File: src/rtl/armleocpu_axi_lite_initiator.sv
// Single-outstanding AXI4-Lite initiator: turns one valid/ready command into one
// AXI4-Lite read or write and returns exactly one response per command.
module armleocpu_axi_lite_initiator #(
  parameter int unsigned ADDR_WIDTH  = 16,
  parameter int unsigned CHECK_ALIGN = 1
) (
  input  logic                  clk,
  input  logic                  rst,

  input  logic                  req_valid,
  output logic                  req_ready,
  input  logic                  req_write,
  input  logic [ADDR_WIDTH-1:0] req_addr,
  input  logic [31:0]           req_wdata,
  input  logic [3:0]            req_wstrb,

  output logic                  rsp_valid,
  input  logic                  rsp_ready,
  output logic [31:0]           rsp_rdata,
  output logic [1:0]            rsp_resp,

  output logic [ADDR_WIDTH-1:0] AXI_AWADDR,
  output logic                  AXI_AWVALID,
  input  logic                  AXI_AWREADY,
  output logic [31:0]           AXI_WDATA,
  output logic [3:0]            AXI_WSTRB,
  output logic                  AXI_WVALID,
  input  logic                  AXI_WREADY,
  input  logic [1:0]            AXI_BRESP,
  input  logic                  AXI_BVALID,
  output logic                  AXI_BREADY,

  output logic [ADDR_WIDTH-1:0] AXI_ARADDR,
  output logic                  AXI_ARVALID,
  input  logic                  AXI_ARREADY,
  input  logic [31:0]           AXI_RDATA,
  input  logic [1:0]            AXI_RRESP,
  input  logic                  AXI_RVALID,
  output logic                  AXI_RREADY
);

  localparam int unsigned DATA_WIDTH = 32;
  localparam int unsigned STRB_WIDTH = DATA_WIDTH / 8;
  localparam logic [1:0]  RESP_SLVERR = 2'b10;

  typedef enum logic [2:0] {
    IDLE,
    WRITE_ADDR_DATA,
    WRITE_RESP,
    READ_ADDR,
    READ_DATA,
    RESPOND
  } state_t;

  state_t                  state;
  logic [ADDR_WIDTH-1:0]   addr_q;
  logic [DATA_WIDTH-1:0]   wdata_q;
  logic [STRB_WIDTH-1:0]   wstrb_q;
  logic                    aw_done;
  logic                    w_done;
  logic                    misaligned;
  logic                    aw_hs;
  logic                    w_hs;

  assign req_ready  = (state == IDLE);
  assign misaligned = (CHECK_ALIGN != 0) && (req_addr[1:0] != 2'b00);
  assign aw_hs      = AXI_AWVALID && AXI_AWREADY;
  assign w_hs       = AXI_WVALID && AXI_WREADY;

  // One latched address serves both channels since only one transaction is ever in flight.
  assign AXI_AWADDR = addr_q;
  assign AXI_ARADDR = addr_q;
  assign AXI_WDATA  = wdata_q;
  assign AXI_WSTRB  = wstrb_q;

  always_ff @(posedge clk or posedge rst) begin
    if (rst) begin
      state       <= IDLE;
      addr_q      <= '0;
      wdata_q     <= '0;
      wstrb_q     <= '0;
      aw_done     <= 1'b0;
      w_done      <= 1'b0;
      AXI_AWVALID <= 1'b0;
      AXI_WVALID  <= 1'b0;
      AXI_BREADY  <= 1'b0;
      AXI_ARVALID <= 1'b0;
      AXI_RREADY  <= 1'b0;
      rsp_valid   <= 1'b0;
      rsp_rdata   <= '0;
      rsp_resp    <= '0;
    end else begin
      case (state)
        IDLE: begin
          if (req_valid) begin
            addr_q  <= req_addr;
            wdata_q <= req_wdata;
            wstrb_q <= req_wstrb;
            if (misaligned) begin
              rsp_valid <= 1'b1;
              rsp_rdata <= '0;
              rsp_resp  <= RESP_SLVERR;
              state     <= RESPOND;
            end else if (req_write) begin
              AXI_AWVALID <= 1'b1;
              AXI_WVALID  <= 1'b1;
              aw_done     <= 1'b0;
              w_done      <= 1'b0;
              state       <= WRITE_ADDR_DATA;
            end else begin
              AXI_ARVALID <= 1'b1;
              state       <= READ_ADDR;
            end
          end
        end

        // AW and W complete independently, in either order or together.
        WRITE_ADDR_DATA: begin
          if (aw_hs) begin
            AXI_AWVALID <= 1'b0;
            aw_done     <= 1'b1;
          end
          if (w_hs) begin
            AXI_WVALID <= 1'b0;
            w_done     <= 1'b1;
          end
          if ((aw_done || aw_hs) && (w_done || w_hs)) begin
            AXI_BREADY <= 1'b1;
            state      <= WRITE_RESP;
          end
        end

        WRITE_RESP: begin
          if (AXI_BVALID) begin
            AXI_BREADY <= 1'b0;
            rsp_valid  <= 1'b1;
            rsp_rdata  <= '0;
            rsp_resp   <= AXI_BRESP;
            state      <= RESPOND;
          end
        end

        READ_ADDR: begin
          if (AXI_ARREADY) begin
            AXI_ARVALID <= 1'b0;
            AXI_RREADY  <= 1'b1;
            state       <= READ_DATA;
          end
        end

        READ_DATA: begin
          if (AXI_RVALID) begin
            AXI_RREADY <= 1'b0;
            rsp_valid  <= 1'b1;
            rsp_rdata  <= AXI_RDATA;
            rsp_resp   <= AXI_RRESP;
            state      <= RESPOND;
          end
        end

        RESPOND: begin
          if (rsp_ready) begin
            rsp_valid <= 1'b0;
            state     <= IDLE;
          end
        end

        default: state <= IDLE;
      endcase
    end
  end

endmodule

File: config.mk
export PLATFORM = sky130hd
export DESIGN_NAME = armleocpu_axi_lite_initiator
export DESIGN_NICKNAME = d
export VERILOG_FILES = /design/src/rtl/armleocpu_axi_lite_initiator.sv
export SDC_FILE = /design/constraint.sdc
export NUM_CORES = 1
export LEC_CHECK = 0
export BUFFER_PORTS_ARGS = -buffer_cell sky130_fd_sc_hd__buf_4
export CORE_MARGIN = 2
export CORE_UTILIZATION = 50
export DETAILED_ROUTE_END_ITERATION = 16
export GPL_ROUTABILITY_DRIVEN = 0
export PLACE_DENSITY_LB_ADDON = 0.05
export SLEW_MARGIN = 20
export SYNTH_ARGS = -nofsm -noshare
export SYNTH_HDL_FRONTEND = slang
export SYNTH_SLANG_ARGS = --single-unit
File: constraint.sdc
create_clock -name clk -period 4.8 [get_ports clk]
set_input_delay 0.48 -clock clk [delete_from_list [all_inputs] [get_ports clk]]
set_output_delay 0.48 -clock clk [all_outputs]
set_load 0.03 [all_outputs]
Word-level counts from Yosys, hierarchy flattened
Cells that the tools add are included.
{ "word_totals": {"ff_bits": 97, "latchBits": 0, "ram_bits": 0, "romBits": 0, "in_bits": 98, "output_inout_bits": 109, "elab_cells": 103, "memories": 0} }
{ "classes": {"add_sub_neg": 0, "n_mul": 0, "div_mod_pow": 0, "order_cmp": 0, "eq_ne": 17, "n_shift": 0, "muxes": 50, "bitwise": 0, "reduce_logical": 22} }
{ "op_table": {"columns": ["operator", "count"], "rows": [
  ["2-to-1 mux 32 bit", 4],
  ["one-hot mux 32 bit (3 select lines)", 1],
  ["2-to-1 mux 1 bit", 23],
  ["2-to-1 mux 3 bit", 7],
  ["!= test 2 bit, second input constant", 10],
  ["AND reduction 5 bit", 4],
  ["one-hot mux 3 bit (6 select lines)", 1],
  ["one-hot mux 1 bit (2 select lines)", 7],
  ["AND reduction 6 bit", 2],
  ["2-to-1 mux 2 bit", 5],
  ["nonzero test 2 bit", 5],
  ["== test 3 x 2 -> 1 bit, second input constant", 2],
  ["== test 3 bit, second input constant", 2],
  ["one-hot mux 2 bit (3 select lines)", 1],
  ["AND reduction 3 bit", 2],
  ["!= test 2 x 1 -> 1 bit, second input constant", 2],
  ["one-hot mux 1 bit (4 select lines)", 1],
  ["nonzero test 4 bit", 1],
  ["== test 3 x 1 -> 1 bit, second input constant", 1],
  ["logical AND 1 bit", 3],
  ["logical NOT 3 bit", 1],
  ["nonzero test 3 bit", 1],
  ["logical OR 1 bit", 2],
  ["AND reduction 2 bit", 1]
]} }

Longest topological paths before layout
Gate-level depths: netlist (run 1).
{ "logic_depth": {"depth_word": 5, "ltp_mapped": 7, "ltp_nobuf": 4} }

Least setup slack after synthesis (run 1)
Ideal clock, no wire load.
{ "synth_path": {"path_type": "register -> register", "startpoint": "register state[0]", "endpoint": "register addr_q[0] (netlist: AXI_ARADDR[0])", "setup_time_ps": 125, "arrival_ps": 2080, "required_ps": 4675, "slack_ps": 2596, "stages_incl_launch_ff": 7, "n_path_buf": 3, "period_less_slack_ps": 2204, "cell_sequence": "dfrtp_1 > buf_2 > nor3_1 > and2_1 > buf_4 > buf_6 > mux2_2"} }
{ "synth_between": {"elab_chain_cells": 2} }
{ "synth_rtl": {"columns": ["element", "line_no", "source"], "rows": [
  ["from (decl)", "55", "state_t state;"],
  ["from (signal assigned)", "78", "state <= IDLE;"],
  ["from (signal assigned)", "103", "state <= RESPOND;"],
  ["from (signal assigned)", "109", "state <= WRITE_ADDR_DATA;"],
  ["logical NOT 3 bit", null, null],
  ["net req_ready", "11", "output logic req_ready,"],
  ["AND reduction 2 bit (no source line)", null, null],
  ["to (signal assigned)", "96", "addr_q <= req_addr;"],
  ["to (decl)", "56", "logic [ADDR_WIDTH-1:0] addr_q;"]
]} }
The timed path passes the listed nets, and every way through them passes these cells.
A chain may end at the register's enable or synchronous reset.

Worst setup path after layout (run 1)
{ "layout_path": {"startpoint": "register state[0]", "endpoint": "register wdata_q[17] (netlist: AXI_WDATA[17])"} }
{ "layout_between": {"elab_chain_cells": 2} }
{ "layout_rtl": {"columns": ["element", "line_no", "source"], "rows": [
  ["logical NOT 3 bit", "93", "case (state)"],
  ["AND reduction 2 bit (no source line)", null, null],
  ["to (signal assigned)", "97", "wdata_q <= req_wdata;"],
  ["to (decl)", "57", "logic [DATA_WIDTH-1:0] wdata_q;"]
]} }
Every way passes these cells.

==> metrics.yaml, run 1 <==
crit_path_cell_trace: "nor3_1, and2_2, buf_4, mux2_2"
p_comb_share_pct: 56.3
grt_max_degree: 50
grt_pass1_vias: 3039
tns_ns: 0
reg2reg_depth: 4
cp_num_cells: 4
sequentialPowerShare_pct: 32.3
synth_top_flop_cell: "dfrtp_1"
slew_viol_final: 0
cp.required_ns: 5.03
synth-async-reset-ratio_pct: 100
rsz0062_at_grt: "no"
timing.rr.end: "AXI_WDATA[17]$_DFFE_PP0P_"
setup_viol: 0
r2r-start: "state[0]$_DFFE_PP0P_"
grt_usage_pct: 21.5
dieArea_sq_um: 9220
drc: 0
htree_levels: 3
worstSetupPathType: "reg -> reg"
synth_top_area_cell: "dfrtp_1"
power_frac_clock_pct: 11.5
pin_count: 207
slew-limit-headroom_pct: 33.5
die_w_um: 96.0
cts_setup_buffers: 0
ys_ff_latch: 97
holdWs_ns: 0.204
crit_path_max_fanout: 30
p_per_area_nw_per_um2: 798
die_h_um: 96.0
synth.avg_cell_area_sq_um: 12.3
clock_latency_ns: 0.35
cts_buffer_depth: 2
areaGrowthSynthToFinish_pct: 38.8
endpoint: "AXI_WDATA[17]$_DFFE_PP0P_"
drt_iter0_markers: 72
antenna_cells: 0
worst_path_dominant_cell_family: "simple AND/OR/NAND/NOR gates"
syn_area_sq_um: 4230
grt-ovfl-total: 0
status: "finished, final reports clean"
avgViaCountPerCell: 4.89
drt-total-wl_mm: 10.0
yosys_warnings: 0
netSwitchingPower_w: 0.00213
ant_nets: 0
synth_edf_count: 0
drv_cap: 0
clkTransAtPathRegs_ns: 0.09
worst_pin_slew_ns: 0.997
cts_tree: "done"
period_share_pct: 52.2
finalHoldViolations: 0
rows: 33
grt_antenna_before_repair: 0
numCtsBuffers: 9
fmax_ghz: 0.399
syn_nets: 441
slowest_stage: "and2_2"
p_leak_nw: 3.03
sw_frac_of_total_pct: 45.4
synth.top_cell.area_share_pct: 57.4
ys_top_cells_by_count: "97 x dfrtp_1, 54 x mux2_2, 39 x nand2_1"
hold_path_class: "in -> async"
wl_per_cell_um: 15.7
final_core_util_pct: 71.5
ys_seq_area_share_pct: 57.4
vdd_drop_max_v: 0.000467
drt_first_pass_iters: 6
cts_resized: 0
clock_sinks: 97
synth.most_common_cell: "dfrtp_1"
synth_area_leaders: "dfrtp_1 57%, mux2_2 14%, mux2i_1 7.8%"
vias: 3127
start_kind: "flip-flop"
rrSetupSlack_ns: 2.30
cts_hold_buf: 0
endpoint_kind: "flip-flop"
crit_arrival_ns: 2.74
synth_cells: 343
slowest_delay_ns: 0.64
portBuffers: 206
root_buffer: "clkbuf_8"
cp_num_buf_inv: 1
layout-drive-gt1-share_pct: 52.8
start_util_pct: 51.5
dp_hpwl_mm: 7.50
ys_types: 35
core-area_sq_um: 8220
grt_pass1_wl_mm: 15.0
layout.nets: 627
p_int_w: 0.00256
fin_crit_ns: 2.50
crit_start: "state[0]$_DFFE_PP0P_"
clock_skew_ns: 0.00719
## state kept, by name, summed over array words and instances (netlist names), 2 cells and up
| signal | count |
|---|---|
| AXI_ARADDR | 16 |
| state | 3 |
| AXI_WSTRB | 4 |
| rsp_rdata | 32 |
| AXI_WDATA | 32 |
| rsp_resp | 2 |
## power groups by stage
stage / clock [W] / combinational, W / sequential, W
CTS: 0.000547 / 0.00267 / 0.00152
detailed placement: 0 / 0.00267 / 0.00153
finish: 0.000538 / 0.00264 / 0.00151
global placement: 0 / 0.00262 / 0.00150
global route: 0.000585 / 0.00281 / 0.00157
floorplan: 0 / 0.00109 / 0.00223
## worst min-delay path by stage
| stage | slack, ns | endpoint | startpoint | depth (start not counted) |
|---|---|---|---|---|
| finish | 0.20 | rsp_rdata[2]$_DFFE_PP0P_ | rst | 2 |
| global route | 0.24 | AXI_WDATA[24]$_DFFE_PP0P_ | rst | 2 |
| CTS | 0.21 | AXI_WDATA[24]$_DFFE_PP0P_ | rst | 2 |
| detailed placement | 0.49 | aw_done$_DFFE_PP0P_ | aw_done$_DFFE_PP0P_ | 2 |
| global placement | 0.48 | aw_done$_DFFE_PP0P_ | aw_done$_DFFE_PP0P_ | 2 |
| floorplan | 0.46 | aw_done$_DFFE_PP0P_ | aw_done$_DFFE_PP0P_ | 2 |
## logic make-up after synthesis
group / share of synthesized area (%)
simple gates: 6.65
buf+inv: 9.28
mux: 22.5
flops: 57.4
compound gates: 4.17
## stage by stage
stage | setup WS (ns) | cells | power [W] | instance area (sq um)
after floorplan | 1.79 | 343 | 0.00332 | 4230
after global placement | 2.32 | 623 | 0.00413 | 5670
after detailed placement | 2.31 | 623 | 0.00420 | 5680
after CTS | 2.32 | 639 | 0.00473 | 5870
after global routing | 2.20 | 639 | 0.00496 | 5870
final | 2.30 | 639 | 0.00469 | 5870
## layout make-up
class | instances | area, sq um
Timing Repair Buffer | 208 | 1560
Sequential cell | 97 | 2430
Tap cell | 105 | 131
Fill cell | 606 | 2340
Clock inverter | 4 | 51.3
Clock buffer | 12 | 145
Inverter | 35 | 134
Multi-Input combinational cell | 178 | 1420
## per-layer routing
layer  wire length, um  global-route usage, %
met5                 0                      0
met4               274                   10.0
met3               822                   5.09
met2              4920                   35.1
met1              3990                   27.2
## placed cells by master (no fill, tap or decap), types with 2 or more instances in the layout
cell / count
buf_4: 208
dfrtp_1: 97
mux2_2: 54
nand2_1: 39
inv_1: 34
mux2i_1: 33
clkbuf_8: 10
a21oi_1: 9
nor2_1: 8
o21ai_0: 4
nand2b_1: 3
a31oi_1: 3
nor2b_1: 2
a22oi_1: 2
a21o_1: 2
clkbuf_1: 2
No activity file was read; power rests on OpenSTA's default activity.
==> run 2, diff against run 1 <==
--- a/config.mk
+++ b/config.mk
@@ -5,9 +5,10 @@
 export SDC_FILE = /design/constraint.sdc
 export NUM_CORES = 1
 export LEC_CHECK = 0
+export ABC_AREA = 1
 export BUFFER_PORTS_ARGS = -buffer_cell sky130_fd_sc_hd__buf_4
 export CORE_MARGIN = 2
-export CORE_UTILIZATION = 50
+export CORE_UTILIZATION = 47
 export DETAILED_ROUTE_END_ITERATION = 16
 export GPL_ROUTABILITY_DRIVEN = 0
 export PLACE_DENSITY_LB_ADDON = 0.05
==> constraint.sdc (replaced) <==
create_clock -name clk -period 2.6 [get_ports clk]
set_input_delay 0.26 -clock clk [delete_from_list [all_inputs] [get_ports clk]]
set_output_delay 0.26 -clock clk [all_outputs]
set_load 0.03 [all_outputs]
==> run 2 against run 1 <==
  * Sequential cell count unchanged
  * Die area up 13%
  * Wire length grew 16%
  * Critical endpoint is now req_ready
  * Largest power group unchanged
  * Highest routed layer unchanged
==> metrics.yaml, run 2 <==
status: "finished, final reports clean"
clkTransAtPathRegs_ns: 0.10  # about the same
cts_hold_buf: 0  # unchanged
start_util_pct: 48.6  # -2.9 points
nFillCells: 829  # +37%
vdd_drop_max_v: 0.000602  # +29%
timing.rr.end: "AXI_ARADDR[12]$_DFFE_PP0P_"
start_kind: "flip-flop"
avgViaCountPerCell: 4.74  # -3.1%
synthAdderAreaFrac_pct: 0  # unchanged
clock_sinks: 97  # unchanged
synth.most_common_cell: "nand2_1"
r2r-start: "state[1]$_DFFE_PP0P_"
drt-total-wl_mm: 11.6  # +16%
root_buffer: "clkbuf_8"
dp_hpwl_mm: 8.26  # +10%
clock_skew_ns: 0.0173  # +0.0102 ns
areaGrowthSynthToFinish_pct: 37.1
syn_nets: 669  # +52%
synth-simple-area-share_pct: 34.3  # +28 points
synth_xor_area_share_pct: 0  # unchanged
synthMuxAreaShare_pct: 0  # -23 points
drt_iter0_markers: 135  # +88%
rows: 35  # +6.1%
ys_types: 19  # -46%
synth_top_family_by_area: "simple AND/OR/NAND/NOR gates"
tns_ns: 0  # unchanged
htree_levels: 3  # unchanged
wl_per_cell_um: 13.1  # -16%
rsz0062_at_grt: "no"
grt_pass1_wl_mm: 18.0  # +20%
yosys_warnings: 0  # unchanged
grt-ovfl-total: 0  # unchanged
reg2reg_depth: 7  # +3
ys_top_cells_by_count: "252 x nand2_1, 97 x dfrtp_1, 68 x nand3_1"
layout-drive-gt1-share_pct: 32.1  # -21 points
synth_top_area_cell: "dfrtp_1"
hold_path_class: "in -> async"
antenna_cells: 0  # unchanged
synth.avg_cell_area_sq_um: 7.91  # -36%
ant_nets: 0  # unchanged
endpoint_kind: "output pin"
synth_area_leaders: "dfrtp_1 54%, nand2_1 21%, nand3_1 7.5%"
drt_first_pass_iters: 5  # -1
drv_cap: 0  # unchanged
pin_count: 207  # unchanged
p_leak_nw: 3.68  # +22%
synth.top_cell.area_share_pct: 53.8  # -3.6 points
synth-compound-area-share_pct: 0.831  # -3.3 points
crit_path_max_fanout: 17  # -43%
cts_resized: 0  # unchanged
synth_edf_count: 0  # unchanged
cp.required_ns: 2.34  # -2.69 ns
layout.nets: 850  # +36%
slew-limit-headroom_pct: 48.8  # +15 points
layout_common_cells: "252 x nand2_1, 213 x buf_4, 97 x dfrtp_1"
worstSetupPathType: "reg -> out"
period_share_pct: 72.4
dieArea_sq_um: 10400  # +13%
synth_top_flop_cell: "dfrtp_1"
cts_tree: "done"
die_w_um: 102  # +6.3%
dp_cells: 870  # +40%
cts_buffer_depth: 2  # unchanged
ys_seq_area_share_pct: 53.8  # -3.6 points
synth_cells: 571  # +66%
cts_setup_buffers: 0  # unchanged
clock_latency_ns: 0.36  # about the same
portBuffers: 206  # unchanged
fmax_ghz: 0.531
synth-async-reset-ratio_pct: 100  # unchanged
core-area_sq_um: 9280  # +13%
p_per_area_nw_per_um2: 1380  # +73%
slew_viol_final: 0  # unchanged
fin_crit_ns: 1.88
drc: 0  # unchanged
setup_viol: 0  # unchanged
vias: 4200  # +34%
grt_usage_pct: 22.1  # +0.53 points
finalHoldViolations: 0  # unchanged
numCtsBuffers: 9  # unchanged
die_h_um: 102  # +6.3%
rrSetupSlack_ns: 0.83  # -1.47 ns
grt_antenna_before_repair: 0  # unchanged
worst_pin_slew_ns: 0.766  # -0.231 ns
grt_pass1_vias: 3845  # +27%
syn_area_sq_um: 4510  # +6.7%
ys_ff_latch: 97  # unchanged
crit_arrival_ns: 1.62  # -1.12 ns
final_common_cell: "nand2_1"
instances_no_fill: 886  # +39%
grt_max_degree: 55  # +10%
## run 2: metal layers
| metal | GRT usage [%] | up-vias | share of wire [%] |
|---|---|---|---|
| met5 | 0 | - | 0 |
| met4 | 6.97 | 0 | 1.6 |
| met3 | 4.65 | 15 | 8.4 |
| met2 | 37.0 | 173 | 49 |
| met1 | 28.8 | 1934 | 41 |
| li1 | - | 2078 | - |
## run 2: cell type report
type / instances / area [sq um] / area share [%]
inverter: 50 / 191 / 3.09
multi-input combinational: 380 / 1590 / 25.6
timing repair buffer: 214 / 1620 / 26.2
sequential: 97 / 2430 / 39.2
tap: 129 / 161 / 2.61
clock inverter: 5 / 63.8 / 1.03
clock buffer: 11 / 141 / 2.28
## run 2: how the worst max path moves through the flow
| stage | start | end | depth (start not counted) |
|---|---|---|---|
| 3_3_place_gp | req_valid | rsp_resp[1]$_DFFE_PP0P_ | 8 |
| 3_5_place_dp | req_valid | rsp_rdata[24]$_DFFE_PP0P_ | 8 |
| 4_1_cts | state[1]$_DFFE_PP0P_ | req_ready | 5 |
| 6_report | state[1]$_DFFE_PP0P_ | req_ready | 5 |
| 2_1_floorplan | rst | AXI_ARADDR[0]$_DFFE_PP0P_ | 1 |
| 5_1_grt | state[1]$_DFFE_PP0P_ | req_ready | 5 |
## run 2: worst max-delay path, cell delays in order (launching register included)
cell and delay [ns]:
dfrtp_1 0.54, inv_2 0.12, nand2_2 0.08, nor2_4 0.10, buf_4 0.24, buf_4 0.19
## run 2: report_power, final
part	switching [W]	internal (W)	total (W)
clock	0.000532	0.000478	0.00101
sequential	0.000475	0.00219	0.00267
combinational	0.00324	0.00163	0.00487
total	0.00425	0.00429	0.00854
## run 2: per-stage QoR
stage                     power [W]  area [sq um]  util (%)  hold WS [ns]  setup slack [ns]
after global placement      0.00752          5990      64.5         0.447             0.878
after global routing        0.00914          6190      66.7        0.0723             0.623
after detailed placement    0.00760          5990      64.5         0.439             0.842
after floorplan             0.00608          4520         -         0.405              1.19
after CTS                   0.00862          6190      66.7        0.0433             0.706
final                       0.00854          6190      66.7        0.0210             0.718
## run 2: cells by family (layout without fill, tap and decap cells)
| group | count (synthesis) | count (layout) |
|---|---|---|
| buffers and inverters | 94 | 280 |
| flip-flops | 97 | 97 |
| AO/OA/AOI/OAI | 7 | 7 |
| AND/OR/NAND/NOR | 373 | 373 |
==> run 3, diff against run 2 <==
--- a/config.mk
+++ b/config.mk
@@ -8,7 +8,7 @@
 export ABC_AREA = 1
 export BUFFER_PORTS_ARGS = -buffer_cell sky130_fd_sc_hd__buf_4
 export CORE_MARGIN = 2
-export CORE_UTILIZATION = 47
+export CORE_UTILIZATION = 42
 export DETAILED_ROUTE_END_ITERATION = 16
 export GPL_ROUTABILITY_DRIVEN = 0
 export PLACE_DENSITY_LB_ADDON = 0.05
==> constraint.sdc (replaced) <==
create_clock -name clk -period 1.6 [get_ports clk]
set_input_delay 0.16 -clock clk [delete_from_list [all_inputs] [get_ports clk]]
set_output_delay 0.16 -clock clk [all_outputs]
set_load 0.03 [all_outputs]
==> run 3 against run 2 <==
  * Register-to-register slack got worse by 0.79 ns
  * Clock skew fell by 0.011 ns
  * Global-route usage is 0.48 points lower
  * Power is 75% higher
  * Sequential share of layout area fell by 2.0 points
  * Design area is 5.3% higher
  * Clock power grew 55%
  * First-iteration DRC count rose by 79%
  * Sequential cell count is the same
  * Via count is 4.4% higher
  * Critical path depth increased by 1
  * Largest cell class unchanged
  * Critical endpoint unchanged
==> metrics.yaml, run 3 (synthesized netlist as in run 2, its figures left out) <==
dieArea_sq_um: 11600  # +11%
grt_antenna_before_repair: 0  # unchanged
final_core_util_pct: 62.9  # -3.8 points
die_w_um: 108  # +5.6%
grt_pass1_vias: 4097  # +6.6%
pin_count: 207  # unchanged
fmax_ghz: 0.640
start_kind: "flip-flop"
numCtsBuffers: 9  # unchanged
htree_levels: 3  # unchanged
drv_cap: 0  # unchanged
drt_iter0_markers: 242  # +79%
clock_sinks: 97  # unchanged
final_common_cell: "nand2_1"
dp_slack_ns: -0.163  # -1.01 ns
antenna_cells: 0  # unchanged
drc: 0  # unchanged
layout.nets: 880  # +3.5%
fin_crit_ns: 1.56
final_area_sq_um: 6520  # +5.3%
die_h_um: 108  # +5.6%
grt_max_degree: 63  # +15%
power_w: 0.0149  # +75%
slew-limit-headroom_pct: 70.4  # +22 points
worstSetupPathType: "reg -> out"
portBuffers: 206  # unchanged
areaGrowthSynthToFinish_pct: 44.4
rows: 37  # +5.7%
finalWorstSetupSlack_ns: 0.0366  # -0.682 ns
drt_first_pass_iters: 4  # -1
cp_common_cell: "buf_6"
setup_viol: 0  # unchanged
placed_cell_area_sq_um: 6110  # +2.2%
ant_nets: 0  # unchanged
layout_common_cells: "251 x nand2_1, 230 x buf_4, 96 x dfrtp_1"
crit_arrival_ns: 1.40  # -0.22 ns
start_util_pct: 43.5  # -5.1 points
hold_path_class: "in -> reg"
slowest_stage: "dfrtp_1"
cts_tree: "done"
clock_latency_ns: 0.36  # about the same
grt-ovfl-total: 0  # unchanged
cts_buffer_depth: 2  # unchanged
vias: 4384  # +4.4%
endpoint_kind: "output pin"
core-area_sq_um: 10400  # +12%
finalHoldViolations: 0  # unchanged
slowest_delay_ns: 0.43  # -0.11 ns
avgViaCountPerCell: 4.75  # +0.20%
vdd_drop_max_v: 0.00116  # +93%
p_leak_nw: 3.85  # +4.5%
p_per_area_nw_per_um2: 2290  # +66%
layout-drive-gt1-share_pct: 35.2  # +3.1 points
tns_ns: 0  # unchanged
cp.required_ns: 1.44  # -0.90 ns
clkTransAtPathRegs_ns: 0.09  # about the same
status: "finished, final reports clean"
nFillCells: 954  # +15%
worst_pin_slew_ns: 0.444  # -0.321 ns
grt_pass1_wl_mm: 19.7  # +9.3%
root_buffer: "clkbuf_8"
clock_skew_ns: 0.00653  # -0.0108 ns
drt-total-wl_mm: 13.0  # +12%
period_share_pct: 97.7
crit_path_max_fanout: 3  # -14
crit_path_cell_trace: "buf_6, inv_4, nand2_4, nor2_4, buf_6, buf_6"
slew_viol_final: 0  # unchanged
grt_usage_pct: 21.6  # -0.48 points
dp_hpwl_mm: 8.74  # +5.7%
wl_per_cell_um: 14.0  # +7.2%
==> run 3: cell types whose count changed in the layout (fill, tap and decap cells not counted), moves of 2 or more <==
| cell | previous run | this run |
|---|---|---|
| buf_12 | 1 | 3 |
| nor2_1 | 40 | 38 |
| nand2_8 | 0 | 2 |
| clkinvlp_4 | 4 | 2 |
| clkinv_2 | 0 | 2 |
| buf_4 | 213 | 230 |
| buf_6 | 0 | 6 |
| nor2_4 | 3 | 5 |
==> run 3: area by class of cell <==
type	count	area, sq um	share of cell area (%)
clock buffer	11	131	2.02
clock inverter	5	56.3	0.864
inverter	50	194	2.98
multi-input combinational	383	1660	25.5
sequential	97	2430	37.3
tap	136	170	2.61
timing repair buffer	241	1880	28.8
==> run 3: final timing paths <==
path / startpoint / endpoint / slack (ns) / cells past startpoint
min: req_addr[6] / AXI_ARADDR[6]$_DFFE_PP0P_ / 0.02 / 3
max in group asynchronous: rst / AXI_WDATA[1]$_DFFE_PP0P_ / 0.77 / 4
min reg2reg: AXI_WDATA[15]$_DFFE_PP0P_ / AXI_WDATA[15]$_DFFE_PP0P_ / 0.48 / 2
max reg2reg: state[2]$_DFFE_PP0P_ / rsp_rdata[1]$_DFFE_PP0P_ / 0.04 / 10
min in group asynchronous: rst / AXI_ARADDR[14]$_DFFE_PP0P_ / 0.46 / 4
max: state[1]$_DFFE_PP0P_ / req_ready / 0.04 / 6
==> run 3: timing repair <==
action | in CTS | in global routing
gates resized for setup | 6 | 14
gates cloned | 1 | 2
pin swaps | 3 | 3
hold endpoints to repair | 97 | 0
buffers inserted | 3 | 7
setup endpoints to repair | 35 | 81
hold buffers | 1 | 0
==> run 3: worst max-delay path, delay by kind of cell (launching register included) <==
family        cells  cell delay, ns
simple gates      2            0.16
buf+inv           4            0.44
flops             1            0.43
==> run 3: stage by stage <==
step                      hold WS, ns  cells
after floorplan                 0.305    571
after global placement          0.294    893
after detailed placement        0.295    893
after CTS                     0.00733    914
after global routing          0.00659    923
final                          0.0194    923
==> run 3: power breakdown <==
group	switching (W)	internal [W]	leakage, nW	total (W)
clock network	0.000851	0.000722	0.0933	0.00157
registers	0.000718	0.00357	1.24	0.00428
logic	0.00579	0.00330	2.51	0.00908
total	0.00736	0.00758	3.85	0.0149
==> run 3: metal layers <==
metal  global-route usage (%)  wire length (um)
met4                     9.89               413
met1                     28.0              5490
met5                        0                 0
met2                     35.0              6120
met3                     4.06               951
